===== config.mk =====
export PLATFORM = sky130hd
export DESIGN_NAME = lsu_mem_stage
export DESIGN_NICKNAME = d
export VERILOG_FILES = /design/src/rtl/lsu_mem_stage_pkg.sv /design/src/rtl/lsu_load_align.sv /design/src/rtl/lsu_mem_stage.sv
export SDC_FILE = /design/constraint.sdc
export NUM_CORES = 1
export LEC_CHECK = 0
export CORE_MARGIN = 4
export CORE_UTILIZATION = 41
export CTS_BUF_LIST = sky130_fd_sc_hd__clkbuf_16
export CTS_CLUSTER_SIZE = 20
export DETAILED_ROUTE_END_ITERATION = 10
export PLACE_DENSITY = 0.73
export REMOVE_ABC_BUFFERS = 1
export SLEW_MARGIN = 20
export SYNTH_ARGS = -nofsm -noshare
export SYNTH_HDL_FRONTEND = slang
export SYNTH_SLANG_ARGS = --single-unit

===== constraint.sdc =====
create_clock -name i_clk -period 2.15 [get_ports i_clk]
set_clock_uncertainty 0.05 [all_clocks]
set_input_delay 0.215 -clock i_clk [delete_from_list [all_inputs] [get_ports i_clk]]
set_output_delay 0.215 -clock i_clk [all_outputs]
set_load 0.05 [all_outputs]

===== src/rtl/lsu_mem_stage_pkg.sv =====
// lsu_mem_stage_pkg: shared funct3 size codes, FSM states and byte-mask helpers for the LSU memory stage.
package lsu_mem_stage_pkg;

    localparam logic [2:0] F3_B  = 3'b000;
    localparam logic [2:0] F3_H  = 3'b001;
    localparam logic [2:0] F3_W  = 3'b010;
    localparam logic [2:0] F3_D  = 3'b011;
    localparam logic [2:0] F3_BU = 3'b100;
    localparam logic [2:0] F3_HU = 3'b101;
    localparam logic [2:0] F3_WU = 3'b110;

    localparam logic [7:0] MASK_B = 8'h01;
    localparam logic [7:0] MASK_H = 8'h03;
    localparam logic [7:0] MASK_W = 8'h0F;
    localparam logic [7:0] MASK_D = 8'hFF;

    typedef enum logic {
        S_IDLE = 1'b0,
        S_WAIT = 1'b1
    } state_e;

    // funct3[1:0] encodes the access size for both signed and unsigned variants
    function automatic logic [7:0] size_mask(input logic [1:0] sz);
        return (sz == 2'b00) ? MASK_B : (sz == 2'b01) ? MASK_H : (sz == 2'b10) ? MASK_W : MASK_D;
    endfunction

    // alignment bits that must be zero: H -> [0], W -> [1:0], D -> [2:0]
    function automatic logic misaligned(input logic [1:0] sz, input logic [2:0] off);
        return |(off & {&sz, sz[1], |sz});
    endfunction

endpackage


===== src/rtl/lsu_load_align.sv =====
// lsu_load_align: shifts the aligned 64-bit read word down to the accessed lane, truncates to size
// and sign/zero-extends.
//   i_rdata  : aligned read data from the bus
//   i_off    : byte offset within the word (addr[2:0])
//   i_funct3 : size/sign code (111 treated as D)
//   o_data   : extended load result
module lsu_load_align
    import lsu_mem_stage_pkg::*;
#(
    parameter int XLEN = 64
) (
    input  logic [XLEN-1:0] i_rdata,
    input  logic [2:0]      i_off,
    input  logic [2:0]      i_funct3,
    output logic [XLEN-1:0] o_data
);

    logic [XLEN-1:0] sh;

    assign sh = i_rdata >> {i_off, 3'b000};

    always_comb begin
        case (i_funct3)
            F3_B:    o_data = {{(XLEN-8){sh[7]}}, sh[7:0]};
            F3_H:    o_data = {{(XLEN-16){sh[15]}}, sh[15:0]};
            F3_W:    o_data = {{(XLEN-32){sh[31]}}, sh[31:0]};
            F3_BU:   o_data = {{(XLEN-8){1'b0}}, sh[7:0]};
            F3_HU:   o_data = {{(XLEN-16){1'b0}}, sh[15:0]};
            F3_WU:   o_data = {{(XLEN-32){1'b0}}, sh[31:0]};
            F3_D:    o_data = sh;
            default: o_data = sh;
        endcase
    end

endmodule


===== src/rtl/lsu_mem_stage.sv =====
// lsu_mem_stage: EX->WB memory stage; passes non-memory ops in one cycle and runs loads/stores over a
// single-outstanding req/ack bus, registering the WB bundle.
//   i_clk/i_rst_n              : clock, asynchronous active-low reset
//   i_EX_* / o_EX_ready        : EX bundle handshake (ready only while IDLE)
//   o_mem_* / i_mem_*          : data bus; request held until the 1-cycle ack
//   o_WB_*                     : WB bundle, valid is a 1-cycle pulse, enables gated by valid and rd!=0
//   o_misalign/o_misalign_addr : present only when LSU_MISALIGN_TRAP_EN is defined
// Optional feature macro: LSU_MISALIGN_TRAP_EN (misaligned accesses skip the bus and flag a trap).
module lsu_mem_stage
    import lsu_mem_stage_pkg::*;
#(
    parameter int XLEN    = 64,
    parameter int RADDR_W = 5
) (
    input  logic               i_clk,
    input  logic               i_rst_n,
    input  logic               i_EX_valid,
    output logic               o_EX_ready,
    input  logic [XLEN-1:0]    i_EX_alu_res,
    input  logic [XLEN-1:0]    i_EX_store_data,
    input  logic               i_EX_mem_read,
    input  logic               i_EX_mem_write,
    input  logic [2:0]         i_EX_funct3,
    input  logic               i_EX_RegWrite,
    input  logic [RADDR_W-1:0] i_EX_reg_wr_addr,
    input  logic               i_EX_csr_reg_write,
    input  logic [XLEN-1:0]    i_EX_csr_r_data,
    output logic               o_mem_req,
    output logic               o_mem_we,
    output logic [XLEN-1:0]    o_mem_addr,
    output logic [XLEN-1:0]    o_mem_wdata,
    output logic [7:0]         o_mem_wmask,
    input  logic               i_mem_ack,
    input  logic [XLEN-1:0]    i_mem_rdata,
`ifdef LSU_MISALIGN_TRAP_EN
    output logic               o_misalign,
    output logic [XLEN-1:0]    o_misalign_addr,
`endif
    output logic               o_WB_valid,
    output logic [XLEN-1:0]    o_WB_reg_wr_data,
    output logic               o_WB_RegWrite,
    output logic [RADDR_W-1:0] o_WB_reg_wr_addr,
    output logic               o_WB_csr_reg_write,
    output logic [XLEN-1:0]    o_WB_csr_r_data
);

    state_e             state_q, state_d;
    logic [XLEN-1:0]    addr_q, wdata_q, csr_data_q;
    logic [7:0]         wmask_q;
    logic [2:0]         f3_q;
    logic [RADDR_W-1:0] rd_q;
    logic               we_q, rw_q, csr_q;
    logic               wb_valid_q, wb_rw_q, wb_csr_q;
    logic [XLEN-1:0]    wb_data_q, wb_csr_data_q;
    logic [RADDR_W-1:0] wb_rd_q;
    logic [XLEN-1:0]    wb_data_d, wb_csr_data_d, wdata_d, load_data;
    logic [RADDR_W-1:0] wb_rd_d;
    logic               wb_rw_d, wb_csr_d;
    logic [7:0]         wmask_d;
    logic               accept, is_mem, misal, start, pass, done, wb_load;

    assign accept  = i_EX_valid & (state_q == S_IDLE);
    assign is_mem  = i_EX_mem_read | i_EX_mem_write;
`ifdef LSU_MISALIGN_TRAP_EN
    assign misal   = is_mem & misaligned(i_EX_funct3[1:0], i_EX_alu_res[2:0]);
`else
    assign misal   = 1'b0;
`endif
    assign start   = accept & is_mem & ~misal;
    // non-memory ops and trapped accesses complete straight from IDLE
    assign pass    = accept & ~start;
    assign done    = (state_q == S_WAIT) & i_mem_ack;
    assign wb_load = pass | done;

    lsu_load_align #(.XLEN(XLEN)) u_align (
        .i_rdata  (i_mem_rdata),
        .i_off    (addr_q[2:0]),
        .i_funct3 (f3_q),
        .o_data   (load_data)
    );

    always_comb begin
        state_d       = start ? S_WAIT : (done ? S_IDLE : state_q);
        wmask_d       = i_EX_mem_write ? size_mask(i_EX_funct3[1:0]) << i_EX_alu_res[2:0] : 8'h00;
        wdata_d       = i_EX_store_data << {i_EX_alu_res[2:0], 3'b000};
        wb_data_d     = done ? (we_q ? addr_q : load_data) : i_EX_alu_res;
        wb_rd_d       = done ? rd_q : i_EX_reg_wr_addr;
        wb_csr_data_d = done ? csr_data_q : i_EX_csr_r_data;
        // stores never write a GPR; a trapped access never writes either
        wb_rw_d       = wb_load & (done ? rw_q & ~we_q & (rd_q != '0)
                                        : i_EX_RegWrite & ~misal & (i_EX_reg_wr_addr != '0));
        wb_csr_d      = wb_load & (done ? csr_q & (rd_q != '0)
                                        : i_EX_csr_reg_write & (i_EX_reg_wr_addr != '0));
    end

    always_ff @(posedge i_clk or negedge i_rst_n) begin
        if (!i_rst_n) begin
            state_q       <= S_IDLE;
            addr_q        <= '0;
            wdata_q       <= '0;
            wmask_q       <= '0;
            we_q          <= 1'b0;
            f3_q          <= '0;
            rd_q          <= '0;
            rw_q          <= 1'b0;
            csr_q         <= 1'b0;
            csr_data_q    <= '0;
            wb_valid_q    <= 1'b0;
            wb_rw_q       <= 1'b0;
            wb_csr_q      <= 1'b0;
            wb_data_q     <= '0;
            wb_rd_q       <= '0;
            wb_csr_data_q <= '0;
        end else begin
            state_q    <= state_d;
            wb_valid_q <= wb_load;
            wb_rw_q    <= wb_rw_d;
            wb_csr_q   <= wb_csr_d;
            if (start) begin
                addr_q     <= i_EX_alu_res;
                wdata_q    <= wdata_d;
                wmask_q    <= wmask_d;
                we_q       <= i_EX_mem_write;
                f3_q       <= i_EX_funct3;
                rd_q       <= i_EX_reg_wr_addr;
                rw_q       <= i_EX_RegWrite;
                csr_q      <= i_EX_csr_reg_write;
                csr_data_q <= i_EX_csr_r_data;
            end
            if (wb_load) begin
                wb_data_q     <= wb_data_d;
                wb_rd_q       <= wb_rd_d;
                wb_csr_data_q <= wb_csr_data_d;
            end
        end
    end

`ifdef LSU_MISALIGN_TRAP_EN
    logic            misalign_q;
    logic [XLEN-1:0] misalign_addr_q;

    always_ff @(posedge i_clk or negedge i_rst_n) begin
        if (!i_rst_n) begin
            misalign_q      <= 1'b0;
            misalign_addr_q <= '0;
        end else begin
            misalign_q <= pass & misal;
            if (pass & misal)
                misalign_addr_q <= i_EX_alu_res;
        end
    end

    assign o_misalign      = misalign_q;
    assign o_misalign_addr = misalign_addr_q;
`endif

    assign o_EX_ready         = (state_q == S_IDLE);
    assign o_mem_req          = (state_q == S_WAIT);
    assign o_mem_we           = we_q;
    assign o_mem_addr         = {addr_q[XLEN-1:3], 3'b000};
    assign o_mem_wdata        = wdata_q;
    assign o_mem_wmask        = wmask_q;
    assign o_WB_valid         = wb_valid_q;
    assign o_WB_reg_wr_data   = wb_data_q;
    assign o_WB_RegWrite      = wb_rw_q;
    assign o_WB_reg_wr_addr   = wb_rd_q;
    assign o_WB_csr_reg_write = wb_csr_q;
    assign o_WB_csr_r_data    = wb_csr_data_q;

endmodule


# ---- Yosys cells after proc, flatten, opt, wreduce, memory -nomap -nowiden
# Index checks and enable logic that the tools add are counted.
dict set report totals {
  ram_bits 0
  register_bits 348
  memories 0
  mem_bits_ro 0
  latchBits 0
}
dict set report op_classes {
  div 0
  eq_ne 7
  n_addsub 0
  n_reduce_logical 5
  n_mul 0
  n_mux 13
  bitwise 16
  magnitude_cmp 0
  n_shift 3
}
# op count
set op_table {}
lappend op_table {{$pmux W64 S6} 1}
lappend op_table {{$mux W64} 3}
lappend op_table {{$shl A64 B6 Y64} 1}
lappend op_table {{$shr A64 B6 Y64} 1}
lappend op_table {{$mux W8} 4}
lappend op_table {{$and A1 B1 Y1} 11}
lappend op_table {{$reduce_bool A5 Y1} 2}
lappend op_table {{$eq A3 B3 Y1 const B} 3}
lappend op_table {{$shl A8 B3 Y8} 1}
lappend op_table {{$mux W5} 1}
lappend op_table {{$mux W1} 4}
lappend op_table {{$eq A3 B1 Y1 const B} 1}
lappend op_table {{$eq A3 B2 Y1 const B} 1}
lappend op_table {{$logic_not A3 Y1} 1}
lappend op_table {{$not A1 Y1} 3}
lappend op_table {{$eq A2 B1 Y1 const B} 1}
lappend op_table {{$eq A2 B2 Y1 const B} 1}
lappend op_table {{$logic_not A2 Y1} 1}
lappend op_table {{$or A1 B1 Y1} 2}
lappend op_table {{$reduce_bool A2 Y1} 1}

# ---- Longest topological paths before layout
# Gate-level depths: netlist of the first run.
dict set report logic_depth {
  depth_word 7
  mapped_depth 9
  depth_no_buf 5
}

# ---- By module
# From an unflattened synthesis of the first run, not the netlist that was laid out.
dict set report unflattened {
  hier_cells 2146
  area_unflattened_um2 19256.0
}
# module n_inst cells_each area_per_inst_um2 seq_area_each_um2
set modules_own_cells {}
lappend modules_own_cells {lsu_mem_stage 1 1853 16917.5 8708.4}
lappend modules_own_cells {lsu_load_align 1 293 2338.5 0.0}

# ---- Worst setup path before layout of the first run
# Ideal clock, no wire load.
dict set report synth_timing {
  path_type {reg-to-reg}
  startpoint {register state_q (netlist: o_mem_req)}
  endpoint {register wb_data_q[39] (netlist: o_WB_reg_wr_data[39])}
  t_required_ns 2.006
  path_slack_ns -0.375
  arrival_time_ns 2.381
  setup_ns 0.094
  synth_period_minus_slack_ns 2.525
  stages_incl_launch_ff 6
  cell_sequence {dfrtp_1 -> nor4b_1 -> clkbuf_1 -> clkbuf_1 -> o21ai_0 -> a221oi_2}
}
dict set report synth_between {
  elab_chain_len 6
  elab_cells_between_ends 8
}
# item line_no
set synth_rtl {}
lappend synth_rtl {{from (decl)} lsu_mem_stage.sv:47} ;# state_e state_q, state_d;
lappend synth_rtl {{from (signal assigned)} lsu_mem_stage.sv:115} ;# state_q <= state_d;
lappend synth_rtl {{$not A1 Y1} lsu_mem_stage.sv:62} ;# assign accept = i_EX_valid & (state_q == S_IDLE);
lappend synth_rtl {{$and A1 B1 Y1} lsu_mem_stage.sv:62}
lappend synth_rtl {{$and A1 B1 Y1} lsu_mem_stage.sv:69} ;# assign start = accept & is_mem & ~misal;
lappend synth_rtl {{$not A1 Y1} lsu_mem_stage.sv:71} ;# assign pass = accept & ~start;
lappend synth_rtl {{$and A1 B1 Y1} lsu_mem_stage.sv:71}
lappend synth_rtl {{$or A1 B1 Y1} lsu_mem_stage.sv:73} ;# assign wb_load = pass | done;
lappend synth_rtl {{to (signal assigned)} lsu_mem_stage.sv:131} ;# wb_data_q <= wb_data_d;
lappend synth_rtl {{to (decl)} lsu_mem_stage.sv:54} ;# logic [XLEN-1:0] wb_data_q, wb_csr_data_q;
# Several ways; a longest one is shown, not always the timed one.
# A chain may end at the register's enable or synchronous reset.

# ---- Worst setup path in the final report of the first run
dict set report layout_timing {
  startpoint {register addr_q[1]}
  endpoint {register wb_data_q[15] (netlist: o_WB_reg_wr_data[15])}
}
dict set report layout_between {
  elab_chain_len 4
}
# item line_no
set layout_rtl {}
lappend layout_rtl {{from (decl)} lsu_mem_stage.sv:48} ;# logic [XLEN-1:0] addr_q, wdata_q, csr_data_q;
lappend layout_rtl {{from (signal assigned)} lsu_mem_stage.sv:120} ;# addr_q <= i_EX_alu_res;
lappend layout_rtl {{$shr A64 B6 Y64} lsu_load_align.sv:20} ;# assign sh = i_rdata >> {i_off, 3'b000};
lappend layout_rtl {{$pmux W64 S6} lsu_load_align.sv:23} ;# case (i_funct3)
lappend layout_rtl {{$mux W64 (2 in series)} lsu_mem_stage.sv:86} ;# wb_data_d = done ? (we_q ? addr_q : load_data) : i_EX_alu_res;
# No other way between the ends.

==> results of run 1 <==
-- logic make-up after synthesis --
family | share of synthesized area, %
compound gates | 17.5
buf+inv | 6.21
flops | 48.4
mux | 8.67
other cells | 0.0209
simple gates | 19.1
-- power breakdown --
part           total [W]  internal [W]  switching, W
clock network    0.00656       0.00369       0.00287
registers        0.00976       0.00834       0.00142
logic             0.0151       0.00537       0.00968
-- cell type report --
type	count	area (sq um)
fill	3739	17100
sequential	348	8710
multi-input combinational	1446	8320
timing repair buffer	700	7080
clock buffer	41	1030
tap	585	732
clock inverter	30	189
inverter	8	30.0
antenna	7	17.5
-- metal layers --
layer,track usage [%],vias up,part of all wire [%]
li1,-,8023,-
met4,12.3,0,4.5
met1,37.8,8689,40
met5,0,-,0
met3,6.98,180,8.3
met2,48.2,867,47
-- worst max path at each step --
stage | depth (start not counted) | endpoint
final | 8 | o_WB_reg_wr_data[15]$_DFFE_PN0P_
after global routing | 8 | o_WB_reg_wr_data[15]$_DFFE_PN0P_
after CTS | 7 | o_WB_reg_wr_data[38]$_DFFE_PN0P_
after detailed placement | 7 | o_WB_reg_wr_data[38]$_DFFE_PN0P_
after global placement | 7 | o_WB_reg_wr_data[62]$_DFFE_PN0P_
after floorplan | 4 | o_mem_wdata[10]$_DFFE_PN0P_
-- what timing repair did --
item,4_1_cts,5_1_grt
buffers inserted,4,5
gates resized for setup,34,20
setup endpoints to repair,70,68
hold buffers,2,0
pin swaps,23,4
hold endpoints to repair,264,0
-- stage by stage --
stage,setup TNS (ns),setup WS [ns],instances,instance area [sq um]
after floorplan,-1596.93,-7.39,1802,16900
after global routing,-8.49,-0.208,3164,26100
final,-4.51,-0.124,3165,26100
after detailed placement,-27.26,-0.413,3078,24600
after CTS,-4.10,-0.144,3154,26000
after global placement,-23.95,-0.425,3078,24600
-- cells in the mapped netlist (14+ instances only) --
library cell / n
a211oi_1: 18
a21oi_1: 52
a221oi_1: 16
a221oi_2: 24
a22o_1: 29
a31oi_1: 14
buf_1: 27
buf_4: 64
clkbuf_1: 116
dfrtp_1: 348
mux2_2: 32
mux2i_1: 113
nand2_1: 529
nand2b_1: 14
nor2_1: 212
nor2b_1: 18
nor3_1: 38
o21a_1: 20
o21ai_0: 100
o22ai_1: 87
o31ai_1: 17
-- cell usage in the layout (no fill, tap or decap), types with 9 or more instances in the layout --
master	Yosys	routed
a222oi_1	9	9
clkdlybuf4s50_1	0	513
a221oi_2	24	28
a221oi_1	16	11
nand2_1	529	527
a21oi_1	52	52
inv_1	4	11
clkbuf_16	0	41
nor3_1	38	38
mux2_2	32	32
buf_12	0	34
nor2_1	212	210
o21a_1	20	19
dlymetal6s2s_1	0	10
mux2i_1	113	112
nand2b_1	14	14
nor2b_1	18	17
o21ai_0	100	98
a32oi_1	9	9
buf_4	64	119
dlygate4sd2_1	0	13
nand3_1	11	11
dfrtp_1	348	346
o211ai_1	11	11
clkinv_1	1	10
o22ai_1	87	85
o31ai_1	17	17
a22o_1	29	29
a31oi_1	14	13
a211oi_1	18	17
-- registers in the layout, indices dropped and copies added, names as in the netlist, 3 cells and up --
name              flops
addr_q               64
csr_data_q           64
f3_q                  3
o_WB_csr_r_data      64
o_WB_reg_wr_addr      5
o_WB_reg_wr_data     64
o_mem_wdata          64
o_mem_wmask           8
rd_q                  5
==> flow_metrics.py, run 1 <==
metrics = {
    "run_status": {
        "status": "finished, violations left",
        "violations": "setup timing",
    },
    "route": {
        "dr.pass1.iters": 6,
        "num_vias": 17800,
        "wirelength_microns": 72100,
        "ant_nets": 0,
        "viasPerCell": 5.61,
        "drt_iter0_drc": 1782,
        "drc": 0,
        "wire_per_inst_microns": 22.8,
    },
    "clock_network": {
        "cts_buffers": 40,
        "cts_max_level": 2,
        "cts-root-buf": "clkbuf_16",
        "worstSkewPairLatency_ns": 0.57,
        "path_clk_slew_ns": 0.06,
        "clockBufferDepth": 3,
        "cts_tree": "yes",
        "cts.sinks": 348,
    },
    "place": {
        "port_buffers": 543,
        "hpwl_microns": 53300,
        "place.gp.congestion": 0.933,
    },
    "worst_setup_path": {
        "cp-end-kind": "register",
        "slowest_stage": "mux4_2",
        "slowest_delay_ns": 0.53,
        "cp_cell_sequence": "buf_6, mux2i_1, mux4_2, o31ai_4, buf_4, buf_6, a211oi_2, a311oi_1",
        "cp.buffers_inverters": 3,
        "cp.arrival_ns": 2.69,
        "reg2reg_from": "addr_q[1]$_DFFE_PN0P_",
        "rr_endpoint": "o_WB_reg_wr_data[15]$_DFFE_PN0P_",
        "crit_path_max_fanout": 6,
        "crit_type": "register to register",
        "startpoint_type": "register",
        "cp_common_cell": "buf_6",
        "critical_path_required_ns": 2.56,
        "critical_path.top_delay_family": "multiplexers",
        "worstSetupStartpoint": "addr_q[1]$_DFFE_PN0P_",
        "regToRegSetupSlack_ns": -0.12,
        "worstRegToRegCells": 8,
    },
    "layout": {
        "syn_to_final_growth_pct": 45.2,
        "drive_gt1_share_pct": 12.0,
        "nets": 2816,
        "fin_util_pct": 60.5,
    },
    "power": {
        "total_power_w": 0.0314,
        "powerDensity_nw_per_um2": 1200,
        "ir_drop_uv": 719,
        "power_leakage_nw": 11.8,
    },
    "sta": {
        "period_minus_slack_ns": 2.27,
        "fin_hold_ws_ns": 0.0968,
        "worst_pin_slew_ns": 0.986,
        "fin_crit_sh_pct": 106,
        "slew_headroom_pct": 34.1,
        "fin_ws_ns": -0.124,
        "setup_viol": 56,
        "rsz0062_at_grt": "true",
        "slew_violations": 0,
        "hold_viol": 0,
        "fmax_mhz": 440,
    },
    "synthesis": {
        "synthCells": 2017,
        "yosysTopAreaCellShare_pct": 48.4,
        "ys_seq_area_share_pct": 48.4,
        "synth.avg_cell_area_sq_um": 8.91,
        "synth_area_leaders": "dfrtp_1 48%, nand2_1 11%, mux2i_1 6.3%",
        "yosys_register_bits": 348,
        "netlist_area_sq_um": 18000,
        "synth_edf_count": 0,
        "yosysWarnings": 0,
        "async_reset_ff_share_pct": 100,
        "synth_largest_area_cell": "dfrtp_1",
        "ys.flop_type": "dfrtp_1",
        "synth_cell_type_count": 57,
    },
    "die": {
        "die-height_microns": 217,
        "start_util_pct": 41.6,
        "die_w_microns": 217,
        "io_pins": 547,
        "fp-row-count": 76,
        "die_area_sq_um": 47300,
        "core-area_sq_um": 43200,
    },
    "grt": {
        "grt_overflow": 0,
        "grt_use_total_pct": 29.5,
        "grt_max_degree": 89,
        "grt_pass1_wl_microns": 109000,
        "antenna_found_initial": 6,
        "grt_pass1_vias": 18100,
    },
    "hold_path": {
        "hp-class": "input pin to asynchronous set/reset pin",
    },
    "job": {
        "maxCapViolations": 0,
    },
}
Note: power is estimated with default switching activity, not from simulation.
==> run 2: changes to the inputs <==
--- a/config.mk
+++ b/config.mk
@@ -5,6 +5,7 @@
 export SDC_FILE = /design/constraint.sdc
 export NUM_CORES = 1
 export LEC_CHECK = 0
+export CAP_MARGIN = 0
 export CORE_MARGIN = 4
 export CORE_UTILIZATION = 41
 export CTS_BUF_LIST = sky130_fd_sc_hd__clkbuf_16
==> results of run 2 <==
No change in the layout: final DEF, timing and power equal those of run 1.
==> run 3: changes to the inputs <==
--- a/config.mk
+++ b/config.mk
@@ -12,6 +12,7 @@
 export CTS_CLUSTER_SIZE = 20
 export DETAILED_ROUTE_END_ITERATION = 10
 export PLACE_DENSITY = 0.73
+export RECOVER_POWER = 50
 export REMOVE_ABC_BUFFERS = 1
 export SLEW_MARGIN = 20
 export SYNTH_ARGS = -nofsm -noshare
==> run 3 against run 2 <==
Net effect:
- the flow still finishes with violations (setup timing)
- die area did not move
- hold slack improved by 0.040 ns
- combinational power barely moved
- flip-flop and latch count did not move
- largest power group unchanged
==> flow_metrics.py, run 3 (synthesis results as in run 1) <==
metrics = {
    "layout": {
        "multi_input_area_sq_um": 8300,
        "mostFrequentLayoutCells": "527 x nand2_1, 513 x clkdlybuf4s50_1, 346 x dfrtp_1",
        "drive_gt1_share_pct": 11.4,
        "final_common_cell": "nand2_1",
        "fill_cells": 3785,
        "syn_to_final_growth_pct": 43.8,
        "regArea_sq_um": 8710,
        "nets": 2816,
    },
    "route": {
        "wirelength_microns": 72000,
        "num_vias": 17800,
        "drc": 0,
        "drt_iter0_drc": 1682,
        "wire_per_inst_microns": 22.8,
        "viasPerCell": 5.64,
        "dr.pass1.iters": 7,
        "ant_nets": 0,
    },
    "sta": {
        "setup_viol": 75,
        "worst_pin_slew_ns": 1.31,
        "slew_violations": 0,
        "hold_viol": 0,
        "rsz0062_at_grt": "true",
        "totalNegativeSetupSlack_ns": -4.88,
        "period_minus_slack_ns": 2.28,
        "fin_hold_ws_ns": 0.137,
        "fin_crit_sh_pct": 106,
        "fin_ws_ns": -0.127,
        "slew_headroom_pct": 12.5,
        "fmax_mhz": 439,
    },
    "clock_network": {
        "path_clk_slew_ns": 0.06,
        "cts.sinks": 348,
        "cts_buffers": 40,
        "worstSkewPairLatency_ns": 0.57,
        "cts-root-buf": "clkbuf_16",
        "clockBufferDepth": 3,
        "cts_tree": "yes",
        "cts_max_level": 2,
    },
    "grt": {
        "grt_overflow": 0,
        "grt_use_total_pct": 29.5,
        "grt_pass1_wl_microns": 109000,
        "grt_max_degree": 89,
        "grt_pass1_vias": 18100,
        "antenna_found_initial": 6,
    },
    "power": {
        "seqPwrFrac_pct": 31.2,
        "ir_drop_uv": 734,
        "power_leakage_nw": 11.5,
        "p_sw_w": 0.0140,
        "combPwrFrac_pct": 47.8,
        "swShare_pct": 44.7,
        "intPower_w": 0.0173,
        "p_clk_share_pct": 21.0,
        "powerDensity_nw_per_um2": 1210,
    },
    "worst_setup_path": {
        "regToRegSetupSlack_ns": -0.13,
        "startpoint_type": "register",
        "worstRegToRegCells": 6,
        "setup.worst_path.end": "o_WB_reg_wr_data[57]$_DFFE_PN0P_",
        "crit_path_max_fanout": 22,
        "cp.arrival_ns": 2.66,
        "rr_endpoint": "o_WB_reg_wr_data[57]$_DFFE_PN0P_",
        "worstSetupStartpoint": "addr_q[1]$_DFFE_PN0P_",
        "cp-end-kind": "register",
        "critical_path_required_ns": 2.54,
        "crit_type": "register to register",
        "reg2reg_from": "addr_q[1]$_DFFE_PN0P_",
    },
    "die": {
        "start_util_pct": 41.6,
        "io_pins": 547,
        "core-area_sq_um": 43200,
        "die_area_sq_um": 47300,
        "die_w_microns": 217,
        "fp-row-count": 76,
        "die-height_microns": 217,
    },
    "place": {
        "port_buffers": 543,
        "place.gp.congestion": 0.933,
        "hpwl_microns": 53300,
    },
    "run_status": {
        "status": "finished, violations left",
        "violations": "setup timing",
    },
    "job": {
        "maxCapViolations": 0,
    },
    "hold_path": {
        "hp-class": "input pin to register",
        "hold_depth": 3,
    },
}
==> run 3: layout make-up <==
class	instances	share of cell area [%]
antenna	7	0.0677
clock buffer	41	3.97
clock inverter	30	0.731
inverter	8	0.116
multi-input combinational	1446	32.1
sequential	348	33.7
tap	585	2.83
timing repair buffer	700	26.5
==> run 3: metal layers <==
layer  wire length (microns)  track usage, %  vias up  part of all wire, %
li1                        -               -     8017                    -
met1                   28500            37.8     8727                   40
met2                   34400            48.2      917                   48
met3                    6010            6.98      177                  8.3
met4                    3150            12.3        0                  4.4
met5                       0               0        -                    0
==> run 3: per-stage QoR <==
step	power, W	area, sq um	setup WS (ns)	std cells	utilization [%]
after global placement	0.0244	24600	-0.425	3078	57.1
final	0.0312	25900	-0.127	3165	59.9
after detailed placement	0.0246	24600	-0.413	3078	57.1
after CTS	0.0314	26000	-0.144	3154	60.2
after global routing	0.0325	25900	-0.208	3164	59.9
after floorplan	0.0184	16900	-7.39	1802	-
==> run 3: what timing repair did <==
action | 4_1_cts | 5_1_grt
hold buffers | 2 | 0
endpoints found under the setup margin | 70 | 68
setup buffers | 4 | 5
pin swaps | 23 | 4
resized for setup | 34 | 20
hold endpoints to repair | 264 | 0
==> run 3: worst max-delay path: stages, from the launching register on <==
cell	delay, ns
dfrtp_2	0.44
mux2_2	0.36
mux4_2	0.50
and3_4	0.21
nor3_4	0.24
buf_12	0.24
a21oi_1	0.09
==> run 3: how the worst min path moves through the flow <==
stage	from	to	slack, ns
2_1_floorplan	i_rst_n	addr_q[0]$_DFFE_PN0P_	-0.13
3_3_place_gp	i_rst_n	o_mem_wdata[63]$_DFFE_PN0P_	0.1
3_5_place_dp	i_rst_n	o_mem_wdata[63]$_DFFE_PN0P_	0.09
4_1_cts	i_rst_n	o_mem_wdata[63]$_DFFE_PN0P_	0.09
5_1_grt	i_EX_funct3[2]	f3_q[2]$_DFFE_PN0P_	0.14
6_report	i_EX_funct3[2]	f3_q[2]$_DFFE_PN0P_	0.14
==> run 3: power by group through the flow <==
stage	Clock [W]	Sequential, W	Combinational, W
after floorplan	0	0.0147	0.00362
after global placement	0	0.00979	0.0146
after detailed placement	0	0.00982	0.0148
after CTS	0.00668	0.00975	0.0149
after global routing	0.00694	0.00994	0.0157
final	0.00655	0.00976	0.0149
